**config.mk**
```make
export PLATFORM = sky130hd
export DESIGN_NAME = grant_burst_ctrl
export DESIGN_NICKNAME = d
export VERILOG_FILES = /design/src/rtl/grant_burst_ctrl.sv
export SDC_FILE = /design/constraint.sdc
export NUM_CORES = 1
export LEC_CHECK = 0
export CAP_MARGIN = 0
export CELL_PAD_IN_SITES_DETAIL_PLACEMENT = 2
export CELL_PAD_IN_SITES_GLOBAL_PLACEMENT = 2
export CORE_AREA = 2 2 95 97
export CTS_BUF_LIST = sky130_fd_sc_hd__clkbuf_2
export DETAILED_ROUTE_END_ITERATION = 10
export DIE_AREA = 0 0 97 99
export PLACE_DENSITY_LB_ADDON = 0.1
export SLEW_MARGIN = 20
export SYNTH_ARGS = -nofsm -noshare
export SYNTH_HDL_FRONTEND = slang
export SYNTH_SLANG_ARGS = --single-unit
```
**constraint.sdc**
```tcl
create_clock -name clk -period 5.2 [get_ports clk]
set_clock_uncertainty 0.2 [all_clocks]
set_input_delay 0.52 -clock clk [delete_from_list [all_inputs] [get_ports clk]]
set_output_delay 0.52 -clock clk [all_outputs]
set_load 0.005 [all_outputs]
```
**src/rtl/grant_burst_ctrl.sv**
```systemverilog
// rtl/grant_burst_ctrl.sv - locks onto a one-hot arbiter grant and moves that source's burst through a registered output stage
module grant_burst_ctrl #(
  parameter int N         = 7,
  parameter int DW        = 8,
  parameter int MAX_BEATS = 8,
  parameter int IDW       = $clog2(N)
) (
  input  logic            clk,
  input  logic            rst,
  input  logic [N-1:0]    grant,
  output logic            arb_en,
  input  logic [N-1:0]    src_valid,
  input  logic [N*DW-1:0] src_data,
  input  logic [N-1:0]    src_last,
  output logic [N-1:0]    src_ready,
  output logic            out_valid,
  output logic [DW-1:0]   out_data,
  output logic            out_last,
  output logic [IDW-1:0]  out_id,
  input  logic            out_ready,
  output logic            busy,
  output logic            err_multi
);

  localparam int CW = $clog2(MAX_BEATS + 1);

  localparam logic [1:0] IDLE  = 2'd0;
  localparam logic [1:0] XFER  = 2'd1;
  localparam logic [1:0] DRAIN = 2'd2;

  logic [1:0]     state;
  logic [IDW-1:0] id;
  logic [CW-1:0]  cnt;

  logic [IDW-1:0] grant_idx;
  logic           grant_one;
  logic           grant_multi;
  logic           sel_valid;
  logic           sel_last;
  logic [DW-1:0]  sel_data;
  logic           own_ready;
  logic           load;
  logic           beat_last;

  always_comb begin
    grant_idx = '0;
    for (int i = 0; i < N; i++) begin
      if (grant[i]) grant_idx = IDW'(i);
    end
    grant_one   = (grant != '0) && ((grant & (grant - N'(1))) == '0);
    grant_multi = (grant != '0) && !grant_one;
  end

  // Mux the owning source's beat by comparing against each index, keeping every select in range.
  always_comb begin
    sel_valid = 1'b0;
    sel_last  = 1'b0;
    sel_data  = '0;
    for (int i = 0; i < N; i++) begin
      if (id == IDW'(i)) begin
        sel_valid = src_valid[i];
        sel_last  = src_last[i];
        sel_data  = src_data[i*DW +: DW];
      end
    end
  end

  assign own_ready = (state == XFER) && (!out_valid || out_ready);
  assign load      = own_ready && sel_valid;
  assign beat_last = sel_last || (cnt == CW'(MAX_BEATS - 1));

  always_comb begin
    src_ready = '0;
    for (int i = 0; i < N; i++) begin
      src_ready[i] = own_ready && (id == IDW'(i));
    end
  end

  assign arb_en = (state == IDLE) && !rst;
  assign busy   = (state != IDLE);

  always_ff @(posedge clk) begin
    if (rst) begin
      state     <= IDLE;
      id        <= '0;
      cnt       <= '0;
      out_valid <= 1'b0;
      out_data  <= '0;
      out_last  <= 1'b0;
      out_id    <= '0;
      err_multi <= 1'b0;
    end else begin
      err_multi <= 1'b0;
      case (state)
        IDLE: begin
          err_multi <= grant_multi;
          if (grant_one) begin
            id    <= grant_idx;
            cnt   <= '0;
            state <= XFER;
          end
        end
        XFER: begin
          if (load) begin
            out_data  <= sel_data;
            out_id    <= id;
            out_valid <= 1'b1;
            out_last  <= beat_last;
            cnt       <= cnt + CW'(1);
            if (beat_last) state <= DRAIN;
          end else if (out_valid && out_ready) begin
            out_valid <= 1'b0;
          end
        end
        DRAIN: begin
          if (out_valid && out_ready) begin
            out_valid <= 1'b0;
            out_last  <= 1'b0;
            state     <= IDLE;
          end
        end
        default: state <= IDLE;
      endcase
    end
  end

endmodule

```
Yosys cells after proc, flatten, opt, wreduce, memory -nomap -nowiden. Cells that the tools add are included.

Input port bits: 80. Register bits: 23.

Mux-type cells: 41. Bitwise logic cells: 2. Equal/unequal tests: 13. Reduce and logical (&&, ||, !) cells: 31. $add $sub $neg: 2.

Operators by type and width (count): $mux 8 (7); $mux 1 (19); $mux 3 (5); $logic_and 1x1->1 (13); $eq 3x3->1 const B (3); $mux 2 (4); $mux 4 (2); $ne 2x2->1 const B (4); $pmux 4 s2 (1); $and 7x7->7 (1); $logic_not 7->1 (1); $reduce_bool 7->1 (1); $sub 7x1->7 const B (1); $eq 3x2->1 const B (2); $pmux 2 s3 (1); $reduce_and 3->1 (2); $reduce_bool 2->1 (3); $add 4x1->4 const B (1); $eq 4x3->1 const B (1); $pmux 1 s2 (2); $reduce_and 2->1 (2); $reduce_and 4->1 (1); $eq 3x1->1 const B (1); $logic_not 1->1 (3); 7 further kinds (8).

Logic depth before layout (Yosys ltp). Gate-level depths: netlist of the first run.

Depth in word-level cells: 12. Mapped depth: 8.

Worst setup path before layout of the first run. No wires, ideal clock.

Path kind: input port to flip-flop. Start point: in grant[4]. End point: reg cnt[3]. Setup slack: 2.986 ns. Library setup time: 0.092 ns. Stages on the path: 6. Data required time: 4.908 ns. Arrival time: 1.922 ns. Cells stage by stage: or3_4 > or2_4 > a21oi_4 > nor2_2 > or4_4 > o32ai_1.

Word-level cells in the longest chain between the ends: 6. Elaborated cells between the ends (all ways): 7. Classes of those cells: 1 x add/sub; 1 x eq/ne; 1 x bitwise; 4 x reduce/logical.

Ends and longest elaborated chain: start, declared (line 10) `input logic [N-1:0] grant,`; $sub 7x1->7 (line 50) `grant_one = (grant != '0) && ((grant & (grant - N'(1))) == '0);`; $and 7x7->7 (line 50); $logic_not 7->1 (line 50); $logic_and 1x1->1 (*) (line 50); $ne 2x2->1 (no source line) (*); $reduce_and 3->1 (no source line) (*); end signal, assigned (line 109) `cnt <= cnt + CW'(1);`; end, declared (line 33) `logic [CW-1:0] cnt;`.

Mark *: on every way between the ends. The rest lies on a longest branch, timed or not. A chain may end at the register's enable or synchronous reset.

Final worst setup path of the first run.
Start point: reg id[2]. End point: out src_ready[4].

Word-level cells in the longest chain between the ends: 2.

Ends and longest elaborated chain: start, declared (line 32) `logic [IDW-1:0] id;`; start signal, assigned (line 98) `id <= grant_idx;`; $eq 3x3->1 (line 75) `src_ready[i] = own_ready && (id == IDW'(i));`; $logic_and 1x1->1 (line 75); end, declared (line 15) `output logic [N-1:0] src_ready,`.

No other way between the ends.

==> metrics.yaml, run 1 <==
synth-xor-area-share: 0
drv_slew: 0
synth.mux.area_fraction: 0.122
pin_count: 103
syn_avg_cell_area_um2: 7.30
required_ns: 4.48
layout_setup_ws_ns: 1.74
die_x_um: 97
multiInputGateArea_um2: 1260
cts_buffers: 3
tns_ns: 0
ys.flop_type: "dfxtp_1"
synth_top_cells_by_area: "dfxtp_1, mux2i_1, nor2_1"
fin_crit_ns: 3.46
die_y_um: 99
viasPerCell: 4.79
worstHoldPathType: "flip-flop to flip-flop"
finalSetupViolCount: 0
slew_headroom: 0.285
yosysTopAreaCellShare: 0.251
synthesis.yosys.warnings: 0
core.rowCount: 34
place_hpwl_mm: 6.30
fin_total_pwr_mw: 0.600
cts_resized: 0
yosysSeqAreaShare: 0.251
drtAntennaViolNets: 0
vdd_drop_max_v: 0.000162
worst_slew_pin_slew_ns: 1.07
grt.total_usage: 0.168
synth-compound-area-share: 0.238
synth_top_family_by_area: "simple AND/OR/NAND/NOR gates"
power.leakage_nw: 0.973
post_route_cells_drive_above_1_share: 0.0494
diodes: 0
grt_max_degree: 27
yosys.area_share.adder: 0.0396
yosysTopAreaCell: "dfxtp_1"
drtPass1Iterations: 4
grt-ovfl-total: 0
start_kind: "flip-flop"
postCtsSetupRepairBufs: 0
clk_pin_slew_ns: 0.26
routed_wl_mm: 7.93
fmaxAchievable_mhz: 289
register_area_um2: 460
hold_viol_final: 0
area_growth_pct: 61.4
fill_cells: 994
synthArstFlopShare: 0
synth_edf_count: 0
core-area_um2: 8550
cts_hold_buf: 0
placed_cell_area_um2: 2940
power_density_nw_per_um2: 203
maxCapViolations: 0
die-area_um2: 9600
grt_pass1_vias: 2471
clk_latency_ns: 0.36
hold_ws_ns: 0.284
ys_types: 45
syn_area_um2: 1830
final_area_um2: 2960
drc: 0
synth-simple-area-share: 0.288
portBuffers: 102
drtIter0Drc: 21
grt_first_pass_wirelength_mm: 13.0
start_util: 0.214
synth-seq-cells: 23
critPathArrivalTime_ns: 2.74
cts_tree: "done"
path_class: "flip-flop to primary output"
fin_crit_sh: 0.665
clk_path_buf_depth: 2
synthesis.nets: 336
antenna_found_initial: 0
cts_root_buf: "clkbuf_2"
gp_congestion: 0.787
rsz0062_at_grt: "false"
dr_total_vias: 2163
htree_levels: 1
critPathMaxFanout: 24
final_nets: 430
end_kind: "primary output"
synthCells: 251
place_ws_ns: 1.97
cts_num_sinks: 23
wire_per_inst_um: 17.5
status: "finished, final reports clean"
-- metal layers --
metal  global-route usage  share of wire
met1                0.210           0.46
met2                0.308           0.49
met3               0.0305          0.039
met4               0.0195         0.0037
met5                    0              0
-- critical path, cell delays in order (launching register included) --
cell and delay [ns]:
dfxtp_1 1.09, nand2b_1 0.45, nor3_1 0.25, clkdlybuf4s50_1 0.58
-- cells in the mapped netlist, types with 2 or more instances --
| cell type | number |
|---|---|
| nor2b_1 | 2 |
| a21oi_1 | 18 |
| nand4b_1 | 3 |
| o22ai_1 | 8 |
| ha_1 | 5 |
| nand2b_1 | 10 |
| nor3_1 | 15 |
| mux2i_1 | 19 |
| o211ai_1 | 2 |
| nand3_1 | 6 |
| clkbuf_1 | 7 |
| o21ai_0 | 15 |
| buf_2 | 8 |
| nand2_1 | 14 |
| a31oi_1 | 3 |
| dfxtp_1 | 23 |
| inv_1 | 10 |
| nor2_1 | 46 |
| a211oi_1 | 9 |
| o21a_1 | 2 |
| a32oi_1 | 2 |
-- logic make-up (layout without fill, tap and decap cells) --
| logic type | after synthesis | after routing |
|---|---|---|
| DFF | 23 | 23 |
| adders and majority gates | 6 | 6 |
| buffers and inverters | 26 | 119 |
| and+or+nand+nor | 107 | 107 |
| muxes | 21 | 21 |
| AOI/OAI and AO/OA | 68 | 68 |
-- registers in the layout, summed over array words and instances (netlist names) --
signal     count
out_data       8
cnt            4
id             3
out_id         3
state          2
err_multi      1
out_last       1
out_valid      1
-- area by class of cell --
cell class                 instances  share of cell area
sequential                        23               0.156
clock inverter                     1             0.00169
clock buffer                       3             0.00508
multi-input combinational        202               0.426
timing repair buffer             105               0.353
tap                              108              0.0457
inverter                          10              0.0127
-- stage by stage --
stage	std cells	utilization
finish	452	0.346
global route	452	0.346
CTS	452	0.346
detailed placement	448	0.344
global placement	448	0.344
floorplan	251	-
-- worst paths after layout --
kind,start,to,slack (ns),depth (start not counted)
max,id[2]$_SDFFE_PP0P_,src_ready[4],1.74,3
min,out_id[0]$_SDFFE_PP0P_,out_id[0]$_SDFFE_PP0P_,0.28,2
max reg2reg,id[2]$_SDFFE_PP0P_,cnt[2]$_SDFFE_PP0P_,2.04,6
min reg2reg,out_id[0]$_SDFFE_PP0P_,out_id[0]$_SDFFE_PP0P_,0.28,2
-- where the power goes --
group	total (mW)	internal (mW)	switching, mW
clock	0.0822	0.0175	0.0647
combinational	0.297	0.159	0.137
sequential	0.221	0.203	0.0188
total	0.600	0.379	0.221
-- cell usage in the layout (no fill, tap or decap), types with 2 or more instances in the layout --
cell             instances
clkdlybuf4s50_1        102
nor2_1                  46
dfxtp_1                 23
mux2i_1                 19
a21oi_1                 18
o21ai_0                 15
nor3_1                  15
nand2_1                 14
inv_1                   10
nand2b_1                10
a211oi_1                 9
o22ai_1                  8
nand3_1                  6
ha_1                     5
nand4b_1                 3
a31oi_1                  3
clkbuf_2                 3
buf_4                    3
nor2b_1                  2
a32oi_1                  2
o211ai_1                 2
o21a_1                   2
No activity file was read; power rests on OpenSTA's default activity.
==> run 2: changes to the inputs <==
CORE_AREA = 2 2 104 106   (was 2 2 95 97)
DIE_AREA = 0 0 106 108   (was 0 0 97 99)
clock period = 3 ns   (was 5.2 ns; I/O delays follow)
==> run 2 against run 1 <==
Against the previous run:
- non-clock buffer count up 8
- largest power group unchanged
- via count up 3.5%
- sequential cell count unchanged
- largest cell class unchanged
- sequential share of layout area down 0.48 points
- worst setup slack worse by 1.5 ns
- die area up 19%
==> metrics.yaml, run 2 (synthesized netlist as in run 1, its figures left out) <==
critPathArrivalTime_ns: 2.31  # -0.43 ns
clk_latency_ns: 0.35  # about the same
drtAntennaViolNets: 0  # unchanged
slew_headroom: 0.531  # +0.246
crit_chain: "inv_1, ha_1, o21ai_0, nand2b_1, nor3b_1, clkdlybuf4s50_1"
crit_buf_inv: 2  # +1
grt_first_pass_wirelength_mm: 13.2  # +1.9%
largest_registers: "out_data (8), cnt (4)"
worstHoldPathType: "flip-flop to flip-flop"
reg2reg_slack_ns: 0.42  # -1.62 ns
drtPass1Iterations: 3  # -1
routed_wl_mm: 8.25  # +4.0%
cp_slowest_cell: "clkdlybuf4s50_1"
fmaxAchievable_mhz: 356
place_ws_ns: 0.332  # -1.64 ns
hold_viol_final: 0  # unchanged
register_area_um2: 460  # unchanged
dr_total_vias: 2239  # +3.5%
grt_pass1_vias: 2407  # -2.6%
fin_crit_ns: 2.81
regToRegEndpoint: "out_valid$_SDFFE_PP0P_"
pin_count: 103  # unchanged
start_kind: "flip-flop"
cts_tree: "done"
die-area_um2: 11400  # +19%
wl_met3_um: 504  # +65%
path_class: "flip-flop to primary output"
core.rowCount: 37  # +8.8%
wire_per_inst_um: 16.9  # -3.7%
grt_max_degree: 20  # -26%
required_ns: 2.50  # -1.98 ns
grt.total_usage: 0.148  # -0.0195
clk_path_buf_depth: 2  # unchanged
placed_cell_area_um2: 3030  # +3.2%
power.leakage_nw: 1.01  # +4.2%
wl_met2_mm: 3.83  # -2.2%
largest_reg_flops: 8  # unchanged
crit_family: "buffers and inverters"
rr_startpoint: "id[1]$_SDFFE_PP0P_"
layout_setup_ws_ns: 0.192  # -1.55 ns
slowest_delay_ns: 0.53  # -0.56 ns
critPathMaxFanout: 5  # -79%
grt-ovfl-total: 0  # unchanged
gp_congestion: 0.754  # -4.2%
tns_ns: 0  # unchanged
status: "finished, final reports clean"
drtIter0Drc: 45  # +110%
vdd_drop_max_v: 0.000228  # +41%
cts_buffers: 3  # unchanged
power_density_nw_per_um2: 340  # +68%
dp.cells: 484  # +8.0%
postCtsSetupRepairBufs: 0  # unchanged
largest-register: "out_data"
worst_slew_pin_slew_ns: 0.703  # -0.368 ns
fill_cells: 1194  # +20%
worstSetupStartpoint: "state[1]$_SDFFE_PP0P_"
cts_resized: 0  # unchanged
area_growth_pct: 66.6
post_route_cells_drive_above_1_share: 0.0710  # +0.0216
fin_total_pwr_mw: 1.04  # +73%
drc: 0  # unchanged
rr_worst_depth: 7  # +1
cts_hold_buf: 0  # unchanged
final_nets: 438  # +1.9%
start_util: 0.179  # -0.0352
die_x_um: 106  # +9.3%
hold_ws_ns: 0.289  # +0.00518 ns
htree_levels: 1  # unchanged
wl_met1_mm: 3.84  # +4.4%
critical_path.endpoint: "src_ready[2]"
maxCapViolations: 0  # unchanged
cp.depth: 6  # +3
final_area_um2: 3050  # +3.2%
drv_slew: 0  # unchanged
multiInputGateArea_um2: 1260  # unchanged
antenna_found_initial: 0  # unchanged
layout_commonest_cell: "clkdlybuf4s50_1"
finalNonFillerCells: 488  # +8.0%
fin_util: 0.298  # -0.0475
layout_common_cells: "clkdlybuf4s50_1, nor2_1, dfxtp_1"
core-area_um2: 10200  # +20%
place_hpwl_mm: 6.74  # +7.0%
cts_root_buf: "clkbuf_2"
end_kind: "primary output"
min_from: "out_id[0]$_SDFFE_PP0P_"
cts_num_sinks: 23  # unchanged
portBuffers: 102  # unchanged
diodes: 0  # unchanged
rsz0062_at_grt: "false"
die_y_um: 108  # +9.1%
clk_pin_slew_ns: 0.24  # -0.02 ns
finalSetupViolCount: 0  # unchanged
top_layer: "met4"
viasPerCell: 4.59  # -4.1%
fin_crit_sh: 0.936
run 2: cell types whose count changed in the layout (fill, tap and decap cells not counted):
cell,previous run,this run
buf_4,3,11
clkbuf_2,3,4
clkinv_2,1,0
run 2: area by class of cell:
cell class | instances | area share
Multi-Input combinational cell | 202 | 0.413
Tap cell | 136 | 0.0557
Inverter | 10 | 0.0123
Timing Repair Buffer | 113 | 0.361
Clock buffer | 4 | 0.00656
Sequential cell | 23 | 0.151
run 2: power by group:
part	switching (mW)	leakage, nW	internal (mW)
sequential	0.0311	0.187	0.351
combinational	0.241	0.810	0.284
clock	0.0963	0.0166	0.0352
total	0.368	1.01	0.671
run 2: worst min-delay path by stage:
stage	cells after the start	end	slack, ns
5_1_grt	2	out_id[0]$_SDFFE_PP0P_	0.32
6_report	2	out_id[0]$_SDFFE_PP0P_	0.29
4_1_cts	2	out_id[0]$_SDFFE_PP0P_	0.29
2_1_floorplan	2	out_id[0]$_SDFFE_PP0P_	0.25
3_3_place_gp	2	out_id[0]$_SDFFE_PP0P_	0.25
3_5_place_dp	2	out_id[0]$_SDFFE_PP0P_	0.27
run 2: layer usage:
metal  track usage  vias up
li1              -     1105
met1         0.189     1061
met2         0.257       69
met3        0.0374        4
met4        0.0235        0
met5             0        -
run 2: worst reg2reg max path, delay by kind of cell, from the launching register on:
kind | cells | cell delay [ns]
mux | 1 | 0.42
compound gates | 1 | 0.23
flops | 1 | 0.83
buf+inv | 1 | 0.19
simple gates | 4 | 0.64
